## config.mk

```make
export PLATFORM = sky130hd
export DESIGN_NAME = pong_game_ctrl
export DESIGN_NICKNAME = d
export VERILOG_FILES = /design/src/rtl/pong_pkg.sv /design/src/rtl/pong_collide.sv /design/src/rtl/pong_game_ctrl.sv
export SDC_FILE = /design/constraint.sdc
export NUM_CORES = 1
export LEC_CHECK = 0
export CORE_MARGIN = 2
export CORE_UTILIZATION = 48
export DETAILED_ROUTE_END_ITERATION = 10
export PLACE_DENSITY = 0.75
export SKIP_CTS_REPAIR_TIMING = 1
export SKIP_LAST_GASP = 1
export SLEW_MARGIN = 20
export SYNTH_ARGS = -nofsm -noshare
export SYNTH_HDL_FRONTEND = slang
export SYNTH_SLANG_ARGS = --single-unit
```

## constraint.sdc

```tcl
create_clock -name clock -period 2.13 [get_ports clock]
set_input_delay 0.426 -clock clock [delete_from_list [all_inputs] [get_ports clock]]
set_output_delay 0.426 -clock clock [all_outputs]
set_load 0.05 [all_outputs]
```

## src/rtl/pong_pkg.sv

```systemverilog
// Shared Pong definitions: state and bounce encodings, screen geometry defaults
// and the ball payload used by the controller and the collision checker.
package pong_pkg;

    localparam int unsigned SCREEN_X_DEF    = 640;
    localparam int unsigned SCREEN_Y_DEF    = 480;
    localparam int unsigned PADDLE_L_X_DEF  = 16;
    localparam int unsigned PADDLE_R_X_DEF  = 616;
    localparam int unsigned PADDLE_W_DEF    = 8;
    localparam int unsigned PADDLE_H_DEF    = 64;
    localparam int unsigned WIN_SCORE_DEF   = 9;
    localparam int unsigned SERVE_DELAY_DEF = 1000;

    localparam int unsigned POS_W    = 10;
    localparam int unsigned SIZE_W   = 8;
    localparam int unsigned SUM_W    = 11;
    localparam int unsigned SCORE_W  = 4;
    localparam int unsigned CNT_W    = 16;
    localparam int unsigned STATE_W  = 3;
    localparam int unsigned BOUNCE_W = 2;

    typedef enum logic [STATE_W-1:0] {
        ST_IDLE      = 3'd0,
        ST_SERVE     = 3'd1,
        ST_PLAY      = 3'd2,
        ST_SCORED    = 3'd3,
        ST_GAME_OVER = 3'd4
    } state_t;

    typedef enum logic [BOUNCE_W-1:0] {
        BOUNCE_NONE    = 2'b00,
        BOUNCE_PADDLE  = 2'b01,
        BOUNCE_WALL    = 2'b10,
        BOUNCE_RETHROW = 2'b11
    } bounce_t;

    typedef struct packed {
        logic [POS_W-1:0]  x;
        logic [POS_W-1:0]  y;
        logic [SIZE_W-1:0] size_x;
        logic [SIZE_W-1:0] size_y;
    } ball_t;

    // Saturating point award: a score never climbs past the winning total.
    function automatic logic [SCORE_W-1:0] score_inc(
        input logic [SCORE_W-1:0] score,
        input logic [SCORE_W-1:0] limit
    );
        return (score >= limit) ? score : score + SCORE_W'(1);
    endfunction

endpackage

```

## src/rtl/pong_collide.sv

```systemverilog
// Combinational ball/paddle/wall contact detector; all sums are 11 bits so
// edge positions near the screen limits never wrap.
module pong_collide
    import pong_pkg::*;
#(
    parameter int unsigned SCREEN_X   = SCREEN_X_DEF,
    parameter int unsigned SCREEN_Y   = SCREEN_Y_DEF,
    parameter int unsigned PADDLE_L_X = PADDLE_L_X_DEF,
    parameter int unsigned PADDLE_R_X = PADDLE_R_X_DEF,
    parameter int unsigned PADDLE_W   = PADDLE_W_DEF,
    parameter int unsigned PADDLE_H   = PADDLE_H_DEF
) (
    input  ball_t             i_ball,
    input  logic [POS_W-1:0]  i_paddle_l_y,
    input  logic [POS_W-1:0]  i_paddle_r_y,
    output logic              o_miss_l,
    output logic              o_miss_r,
    output logic              o_pad,
    output logic              o_wall
);

    logic [SUM_W-1:0] w_x_lo;
    logic [SUM_W-1:0] w_x_hi;
    logic [SUM_W-1:0] w_y_lo;
    logic [SUM_W-1:0] w_y_hi;
    logic [SUM_W-1:0] w_pl_lo;
    logic [SUM_W-1:0] w_pl_hi;
    logic [SUM_W-1:0] w_pr_lo;
    logic [SUM_W-1:0] w_pr_hi;
    logic             w_ovl_l;
    logic             w_ovl_r;
    logic             w_pad_l;
    logic             w_pad_r;

    assign w_x_lo  = SUM_W'(i_ball.x);
    assign w_x_hi  = SUM_W'(i_ball.x) + SUM_W'(i_ball.size_x);
    assign w_y_lo  = SUM_W'(i_ball.y);
    assign w_y_hi  = SUM_W'(i_ball.y) + SUM_W'(i_ball.size_y);
    assign w_pl_lo = SUM_W'(i_paddle_l_y);
    assign w_pl_hi = SUM_W'(i_paddle_l_y) + SUM_W'(PADDLE_H);
    assign w_pr_lo = SUM_W'(i_paddle_r_y);
    assign w_pr_hi = SUM_W'(i_paddle_r_y) + SUM_W'(PADDLE_H);

    // Half-open interval overlap of [ball_y, ball_y+size_y) with the paddle span.
    assign w_ovl_l = (w_y_lo < w_pl_hi) && (w_y_hi > w_pl_lo);
    assign w_ovl_r = (w_y_lo < w_pr_hi) && (w_y_hi > w_pr_lo);

    assign w_pad_l = (w_x_lo == SUM_W'(PADDLE_L_X + PADDLE_W)) && w_ovl_l;
    assign w_pad_r = (w_x_hi == SUM_W'(PADDLE_R_X)) && w_ovl_r;

    assign o_miss_l = (w_x_lo == '0);
    assign o_miss_r = (w_x_hi == SUM_W'(SCREEN_X));
    assign o_pad    = w_pad_l || w_pad_r;
    assign o_wall   = (w_y_lo == '0) || (w_y_hi == SUM_W'(SCREEN_Y));

endmodule

```

## src/rtl/pong_game_ctrl.sv

```systemverilog
// Pong game controller: serve timing, rally supervision, bounce code hold,
// scoring and game-over handling around the combinational collision checker.
module pong_game_ctrl
    import pong_pkg::*;
#(
    parameter int unsigned SCREEN_X    = SCREEN_X_DEF,
    parameter int unsigned SCREEN_Y    = SCREEN_Y_DEF,
    parameter int unsigned PADDLE_L_X  = PADDLE_L_X_DEF,
    parameter int unsigned PADDLE_R_X  = PADDLE_R_X_DEF,
    parameter int unsigned PADDLE_W    = PADDLE_W_DEF,
    parameter int unsigned PADDLE_H    = PADDLE_H_DEF,
    parameter int unsigned WIN_SCORE   = WIN_SCORE_DEF,
    parameter int unsigned SERVE_DELAY = SERVE_DELAY_DEF
) (
    input  logic                clock,
    input  logic                reset,
    input  logic                start,
    input  logic [POS_W-1:0]    ball_x,
    input  logic [POS_W-1:0]    ball_y,
    input  logic [SIZE_W-1:0]   ball_size_x,
    input  logic [SIZE_W-1:0]   ball_size_y,
    input  logic [POS_W-1:0]    paddle_l_y,
    input  logic [POS_W-1:0]    paddle_r_y,
    output logic [BOUNCE_W-1:0] bounce,
    output logic                ball_run,
    output logic [SCORE_W-1:0]  score_l,
    output logic [SCORE_W-1:0]  score_r,
    output logic                game_over,
    output logic [STATE_W-1:0]  state
);

    localparam logic [SCORE_W-1:0] WIN_VAL  = SCORE_W'(WIN_SCORE);
    localparam logic [CNT_W-1:0]   SERVE_LAST = CNT_W'(SERVE_DELAY - 1);

    state_t             r_state;
    bounce_t            r_bounce;
    logic [POS_W-1:0]   r_cap_x;
    logic [POS_W-1:0]   r_cap_y;
    logic [CNT_W-1:0]   r_serve_cnt;
    logic [SCORE_W-1:0] r_score_l;
    logic [SCORE_W-1:0] r_score_r;
    logic               r_miss_left;

    ball_t              w_ball;
    logic               w_miss_l;
    logic               w_miss_r;
    logic               w_pad;
    logic               w_wall;
    logic               w_moved;
    logic [SCORE_W-1:0] w_score_l_inc;
    logic [SCORE_W-1:0] w_score_r_inc;

    assign w_ball = '{x: ball_x, y: ball_y, size_x: ball_size_x, size_y: ball_size_y};

    pong_collide #(
        .SCREEN_X   (SCREEN_X),
        .SCREEN_Y   (SCREEN_Y),
        .PADDLE_L_X (PADDLE_L_X),
        .PADDLE_R_X (PADDLE_R_X),
        .PADDLE_W   (PADDLE_W),
        .PADDLE_H   (PADDLE_H)
    ) u_collide (
        .i_ball       (w_ball),
        .i_paddle_l_y (paddle_l_y),
        .i_paddle_r_y (paddle_r_y),
        .o_miss_l     (w_miss_l),
        .o_miss_r     (w_miss_r),
        .o_pad        (w_pad),
        .o_wall       (w_wall)
    );

    assign w_moved       = (ball_x != r_cap_x) || (ball_y != r_cap_y);
    assign w_score_l_inc = score_inc(r_score_l, WIN_VAL);
    assign w_score_r_inc = score_inc(r_score_r, WIN_VAL);

    // Game FSM with serve counter, bounce hold and score registers.
    always_ff @(posedge clock or posedge reset) begin
        if (reset) begin
            r_state     <= ST_IDLE;
            r_bounce    <= BOUNCE_NONE;
            r_cap_x     <= '0;
            r_cap_y     <= '0;
            r_serve_cnt <= '0;
            r_score_l   <= '0;
            r_score_r   <= '0;
            r_miss_left <= 1'b0;
        end else begin
            r_bounce <= BOUNCE_NONE;
            case (r_state)
                ST_IDLE: begin
                    if (start) begin
                        r_state     <= ST_SERVE;
                        r_serve_cnt <= '0;
                    end
                end
                ST_SERVE: begin
                    if (r_serve_cnt == SERVE_LAST) begin
                        r_state     <= ST_PLAY;
                        r_serve_cnt <= '0;
                    end else begin
                        r_serve_cnt <= r_serve_cnt + CNT_W'(1);
                    end
                end
                ST_PLAY: begin
                    r_bounce <= r_bounce;
                    if (w_miss_l || w_miss_r) begin
                        r_state     <= ST_SCORED;
                        r_miss_left <= w_miss_l;
                        r_bounce    <= BOUNCE_NONE;
                    end else if (r_bounce == BOUNCE_NONE) begin
                        // Paddle outranks wall when both touch on the same cycle.
                        if (w_pad) begin
                            r_bounce <= BOUNCE_PADDLE;
                            r_cap_x  <= ball_x;
                            r_cap_y  <= ball_y;
                        end else if (w_wall) begin
                            r_bounce <= BOUNCE_WALL;
                            r_cap_x  <= ball_x;
                            r_cap_y  <= ball_y;
                        end
                    end else if (w_moved) begin
                        r_bounce <= BOUNCE_NONE;
                    end
                end
                ST_SCORED: begin
                    r_serve_cnt <= '0;
                    if (r_miss_left) begin
                        r_score_r <= w_score_r_inc;
                        r_state   <= (w_score_r_inc == WIN_VAL) ? ST_GAME_OVER : ST_SERVE;
                    end else begin
                        r_score_l <= w_score_l_inc;
                        r_state   <= (w_score_l_inc == WIN_VAL) ? ST_GAME_OVER : ST_SERVE;
                    end
                end
                ST_GAME_OVER: begin
                    if (start) begin
                        r_score_l   <= '0;
                        r_score_r   <= '0;
                        r_serve_cnt <= '0;
                        r_state     <= ST_SERVE;
                    end
                end
                default: begin
                    r_state <= ST_IDLE;
                end
            endcase
        end
    end

    assign bounce    = r_bounce;
    assign ball_run  = (r_state == ST_PLAY);
    assign game_over = (r_state == ST_GAME_OVER);
    assign score_l   = r_score_l;
    assign score_r   = r_score_r;
    assign state     = r_state;

endmodule
```

==> impl_metrics.toml, run 1 <==
[global_routing]
antenna_found_initial = 0
grt_usage_pct = 24.0
grt_max_degree = 51
grt_pass1_vias = 4605
grt_pass1_wl_um = 20300
overflow = 0

[layout]
final_util_pct = 74.2
layout_commonest_cell = "buf_4"
area_delta_synth_final_pct = 48.4
n_antenna_cell = 0
nets = 822
drive_gt1_share_pct = 30.6
instances_no_fill = 828
fill_cells = 677
mostFrequentLayoutCells = "buf_4, ha_1, dfrtp_1, nand2_1, clkdlybuf4s50_1"

[worst_setup_path]
reg2reg_from = "score_r[0]"
crit_required_ns = 2.34
start_kind = "input port"
cp_max_fo = 5
arrival_ns = 3.81
crit_type = "in2reg"
end_kind = "flip-flop"
crit_start = "ball_y[1]"

[power_and_ir_drop]
p_per_area_nw_per_um2 = 420
total_power_mw = 2.91
p_int_mw = 1.92
p_sw_share_pct = 34.1
comb_power_share_pct = 43.0
switchingPower_uw = 994
p_leak_nw = 3.29
seqPwrFrac_pct = 36.2
peakVddDrop_mv = 0.284
pwr-share-clk_pct = 20.7

[placed_design]
port_buffers = 73
dp_slack_ns = -2.18
dp_hpwl_um = 10200
gp_congestion = 0.942
placedCellCount = 808

[clock_network]
clockBufferDepth = 2
h-tree-depth = 2
cts_tree = "done"
cts-root-buf = "clkbuf_8"
cts_made_buffers = 5
cts.clk_slew.worst_paths_ns = 0.10
cts_sinks = 50
insertion_delay_ns = 0.32

[timing]
clock.fmax_mhz = 278
rsz0062_at_grt = "yes"
relSlewSlack_pct = 66.2
finalMaxSlewViolations = 0
whs_ns = 0.467
finalHoldViolCount = 0
min_period_over_period_pct = 169
period_minus_slack_ns = 3.60
worstMarginPinSlew_ns = 0.505
clock_skew_ns = 0.0111
setup_violations = 24
fin_ws_ns = -1.47

[floorplanning]
die_h_um = 103
fp.dieW_um = 103
start_util_pct = 50.0
ios = 74
rows = 35
dieArea_um2 = 10500
core_area_um2 = 9330

[route]
drc_errors = 0
drtPass1Iterations = 4
routed_via_density = 5.47
num_vias = 4528
wl_per_cell_um = 15.5
routed_wl_um = 12800
drt_iter0_drc = 101
ant_nets = 0

[synthesis]
synth-edff-count = 0
yosys_register_bits = 50
synth_nets = 639
yosysSeqAreaShare_pct = 26.8
synthArstFlopShare_pct = 100
synth_cells = 515
avgSynthCellArea_um2 = 9.06
synthesis.area_um2 = 4670
synth_warnings = 0
ys.flop_type = "dfrtp_1"
synth_cell_types = 61

[run_status]
outcome = "complete, but fails checks"
violations = "setup timing"

[worst_hold_path]
min_path_type = "in2async"

[flow_run]
maxCapViolCount = 0
## registers in the layout (all words and copies together), names as in the netlist
name / flops
bounce: 2
r_cap_x: 10
r_cap_y: 10
r_miss_left: 1
r_serve_cnt: 16
score_l: 4
score_r: 4
state: 3
## path summary, 6_finish.rpt
kind / cells past startpoint / slack [ns] / endpoint
setup / recovery: 17 / -1.47 / r_cap_x[9]
hold / removal: 3 / 0.47 / r_serve_cnt[12]
setup reg to reg: 10 / -0.02 / state[0]
hold reg to reg: 1 / 0.54 / r_serve_cnt[15]
max in group asynchronous: 3 / 1.43 / score_r[0]
min in group clock: 3 / 0.48 / r_cap_x[0]
## cell families (layout without fill, tap and decap cells)
| logic type | Yosys count | after routing | synth area share, % |
|---|---|---|---|
| AND/OR/NAND/NOR | 168 | 168 | 18.3 |
| AO/OA/AOI/OAI | 115 | 115 | 16.9 |
| adder cells (fa/ha/maj) | 65 | 65 | 17.8 |
| flip-flops | 50 | 50 | 26.8 |
| XOR/XNOR | 48 | 48 | 9.01 |
| buffers and inverters | 46 | 230 | 4.10 |
| multiplexers | 23 | 23 | 7.11 |
## worst max-delay path: stages
cell and delay [ns]:
buf_8 0.10, buf_6 0.11, fa_2 0.41, a211oi_4 0.26, o21bai_1 0.12, a21oi_2 0.18
xnor2_2 0.11, ha_1 0.31, o21ai_1 0.07, o21ai_1 0.15, o211ai_1 0.14, a221o_1 0.34
nand2_1 0.08, a41oi_2 0.14, a31oi_4 0.34, clkbuf_16 0.22, mux2_4 0.29
## layout make-up
type | count | area [µm²] | area share, %
Clock buffer | 6 | 82.6 | 1.19
Timing Repair Buffer | 184 | 1690 | 24.4
Multi-Input combinational cell | 419 | 3580 | 51.6
Sequential cell | 50 | 1250 | 18.1
Clock inverter | 2 | 16.3 | 0.235
Tap cell | 129 | 161 | 2.33
Inverter | 38 | 143 | 2.06
## per-layer routing
metal | GRT usage, % | wire (µm)
met5 | 0 | 0
met2 | 45.0 | 6520
met1 | 28.7 | 5590
met3 | 2.64 | 370
met4 | 7.18 | 326
## Yosys cell counts, drive strengths merged (3+ instances only)
cell type / number / share of area (%)
o31ai: 3 / 0.48
o21ai: 31 / 3.3
dfrtp: 50 / 27
o211ai: 3 / 0.48
a21oi: 31 / 3.3
nand4: 13 / 1.7
and3: 7 / 0.97
nand2b: 8 / 1.1
xnor2: 19 / 3.6
xor2: 29 / 5.4
a21o: 5 / 0.83
or3: 12 / 1.8
nor3b: 3 / 0.48
a31oi: 7 / 1.2
o21a: 5 / 0.80
nand3: 14 / 1.5
nor2b: 5 / 0.67
clkbuf: 4 / 0.35
inv: 38 / 3.1
nand2: 46 / 3.7
a211oi: 6 / 1.3
buf: 4 / 0.70
a32o: 3 / 0.64
nor2: 37 / 3.0
ha: 63 / 17
o22ai: 3 / 0.40
nor4: 13 / 1.7
mux2: 21 / 6.7
## through the flow
step | cell area, µm² | TNS (ns)
global placement | 6470 | -46.63
global route | 6920 | -33.94
CTS | 6570 | -41.08
detailed placement | 6470 | -49.67
floorplan | 4830 | -29.16
finish | 6920 | -31.44
## power groups by stage
stage | Clock, mW | Combinational [mW] | Sequential (mW)
after floorplan | 0 | 0.662 | 1.06
after global placement | 0 | 1.11 | 1.06
after detailed placement | 0 | 1.16 | 1.06
after CTS | 0.611 | 1.16 | 1.05
after global routing | 0.652 | 1.38 | 1.06
final | 0.603 | 1.25 | 1.06
(Power assumes the default switching activity.)
==> run 2: changes to the inputs <==
--- a/config.mk
+++ b/config.mk
@@ -7,6 +7,7 @@
 export LEC_CHECK = 0
 export CORE_MARGIN = 2
 export CORE_UTILIZATION = 48
+export CTS_CLUSTER_SIZE = 24
 export DETAILED_ROUTE_END_ITERATION = 10
 export PLACE_DENSITY = 0.75
 export SKIP_CTS_REPAIR_TIMING = 1
==> results of run 2 <==
Final layout, timing and power as in run 1 (identical DEF).
==> run 3: changes to the inputs <==
--- a/config.mk
+++ b/config.mk
@@ -5,11 +5,13 @@
 export SDC_FILE = /design/constraint.sdc
 export NUM_CORES = 1
 export LEC_CHECK = 0
+export ABC_AREA = 1
+export CORE_ASPECT_RATIO = 1.2
 export CORE_MARGIN = 2
 export CORE_UTILIZATION = 48
 export CTS_CLUSTER_SIZE = 24
 export DETAILED_ROUTE_END_ITERATION = 10
-export PLACE_DENSITY = 0.75
+export PLACE_DENSITY = 0.74
 export SKIP_CTS_REPAIR_TIMING = 1
 export SKIP_LAST_GASP = 1
 export SLEW_MARGIN = 20
==> impl_metrics.toml, run 3 <==
[layout]
fin_area_um2 = 7750
drive_gt1_share_pct = 30.5
mostFrequentLayoutCells = "nand2_1, buf_4, inv_1, nor2_1, dfrtp_1"
seq_area_um2 = 1250
area_delta_synth_final_pct = 49.9
top_register = "r_serve_cnt"
layout_commonest_cell = "nand2_1"
multi_input_area_um2 = 3900
largest_register_ffs = 16
fill_cells = 799
instances_no_fill = 1091
reg_top3 = "r_serve_cnt x16, r_cap_x x10, r_cap_y x10"
n_antenna_cell = 0
nets = 1085

[route]
drc_errors = 0
ant_nets = 0
drtPass1Iterations = 5
routed_via_density = 5.41
wl_per_cell_um = 15.4
num_vias = 5897
routed_wl_um = 16800
drt_iter0_drc = 256

[power_and_ir_drop]
p_per_area_nw_per_um2 = 588
peakVddDrop_mv = 0.362
p_leak_nw = 4.10

[worst_setup_path]
reg2reg_from = "score_l[1]"
cp_max_fo = 6
end_kind = "flip-flop"
cpMostUsedCell = "nand2_1"
reg2reg_to = "state[0]"
r2r_setup_slack_ns = 0.07
crit_start = "ball_y[0]"
reg2reg_depth = 11
cpPeakStageDelay_ns = 0.37
crit_required_ns = 2.32
worstPathCellList = "buf_6 -> ha_4 -> fa_2 -> nand3_2 -> nand3_4 -> nand2_2 -> nand3_2 -> nand2_2 -> inv_2 -> ha_4 -> nand2_1 -> inv_2 -> nand3_2 -> nor4b_2 -> nand2_1 -> nand2_2 -> nor2_1 -> nand2_1 -> nand3_2 -> nand2_4 -> buf_12 -> clkinv_8 -> nand2_1 -> nand2_1"
crit_type = "in2reg"
start_kind = "input port"
arrival_ns = 3.04
crit_family = "simple AND/OR/NAND/NOR gates"
critPathSlowestCell = "fa_2"
critical_path_buf_inv_count = 5

[floorplanning]
die_h_um = 118
start_util_pct = 49.2
rows = 41
ios = 74
core_area_um2 = 10500
fp.dieW_um = 98.8
dieArea_um2 = 11600

[clock_network]
clockBufferDepth = 2
cts_made_buffers = 5
cts_sinks = 50
insertion_delay_ns = 0.29
cts_tree = "done"
h-tree-depth = 2
cts.clk_slew.worst_paths_ns = 0.07
cts-root-buf = "clkbuf_16"

[timing]
fin_ws_ns = -0.721
worstMarginPinSlew_ns = 0.571
period_minus_slack_ns = 2.85
setup_violations = 26
finalHoldViolCount = 0
finalMaxSlewViolations = 0
min_period_over_period_pct = 134
relSlewSlack_pct = 61.9
rsz0062_at_grt = "yes"
clock.fmax_mhz = 351
whs_ns = 0.455
clock_skew_ns = 0.00951

[run_status]
violations = "setup timing"
outcome = "complete, but fails checks"

[worst_hold_path]
min_path_type = "in2async"

[synthesis]
synth.most_common_cell = "nand2_1"
yosys-top-cells-area = "dfrtp_1, ha_1, nand2_1"
ys.flop_type = "dfrtp_1"
yosysSeqAreaShare_pct = 24.2
synth_top_area_cell = "dfrtp_1"
avgSynthCellArea_um2 = 6.88
synth_top_area_share_pct = 24.2
synthesis.area_um2 = 5170
synth_cell_types = 50
yosys_register_bits = 50
synth_nets = 876
synth-edff-count = 0
synthArstFlopShare_pct = 100
synth_cells = 752
synth_common_cells = "nand2_1, inv_1, nor2_1, ha_1, dfrtp_1"
synth_warnings = 0

[placed_design]
placed_area_um2 = 7100
port_buffers = 73
placedCellCount = 1074
dp_hpwl_um = 13400
gp_congestion = 0.895

[global_routing]
grt_pass1_wl_um = 25900
grt_max_degree = 24
grt_pass1_vias = 5809
grt_usage_pct = 27.1
antenna_found_initial = 0
overflow = 0

[flow_run]
maxCapViolCount = 0
==> run 3: worst max path at each step <==
stage                             to  depth (start not counted)
final                     r_cap_y[3]                         24
after global routing      r_cap_y[3]                         24
after CTS                 r_cap_x[9]                         23
after detailed placement  r_cap_x[9]                         23
after global placement     bounce[1]                         24
after floorplan           r_cap_y[9]                         22
==> run 3: layout make-up <==
cell class	count	share of cell area (%)
clock inverter	2	0.178
clock buffer	6	1.66
tap	129	2.08
multi-input combinational	581	50.3
inverter	116	5.81
timing repair buffer	207	23.8
sequential	50	16.2
==> run 3: kinds of logic after synthesis <==
logic type | after synthesis | synth area share [%]
AO/OA/AOI/OAI | 103 | 12.6
XOR/XNOR | 27 | 4.57
buffers and inverters | 121 | 9.38
AND/OR/NAND/NOR | 386 | 33.2
adder cells (fa/ha/maj) | 65 | 16.0
flip-flops | 50 | 24.2
==> run 3: worst reg2reg max path: cells and delay by family (launching register included) <==
family          cells  cell delay [ns]
flops               1             0.43
fa+ha+maj           1             0.15
simple gates        3             0.23
compound gates      4             0.67
xor+xnor            1             0.20
buf+inv             2             0.28
==> run 3: where the power goes <==
part	total [mW]	internal (mW)	leakage (nW)	switching, mW
combinational	2.58	1.11	3.36	1.47
sequential	1.18	1.06	0.664	0.120
clock	0.798	0.437	0.0708	0.362
==> run 3: per-layer routing <==
metal  GRT usage, %  share of wire [%]  up-vias
met5              0                  0        -
met4           16.4                6.3        0
met3           2.73                3.3       67
met2           51.3                 54      187
met1           28.0                 36     2758
li1               -                  -     2885
==> run 3: stage by stage <==
step	setup TNS [ns]	util (%)	setup WS (ns)	total power, mW
after floorplan	-16.61	-	-0.780	2.56
after global placement	-34.10	67.5	-1.44	3.48
final	-15.61	73.7	-0.721	4.56
after CTS	-27.54	68.9	-1.19	4.35
after detailed placement	-35.59	67.5	-1.50	3.55
after global routing	-20.97	73.7	-0.946	4.87
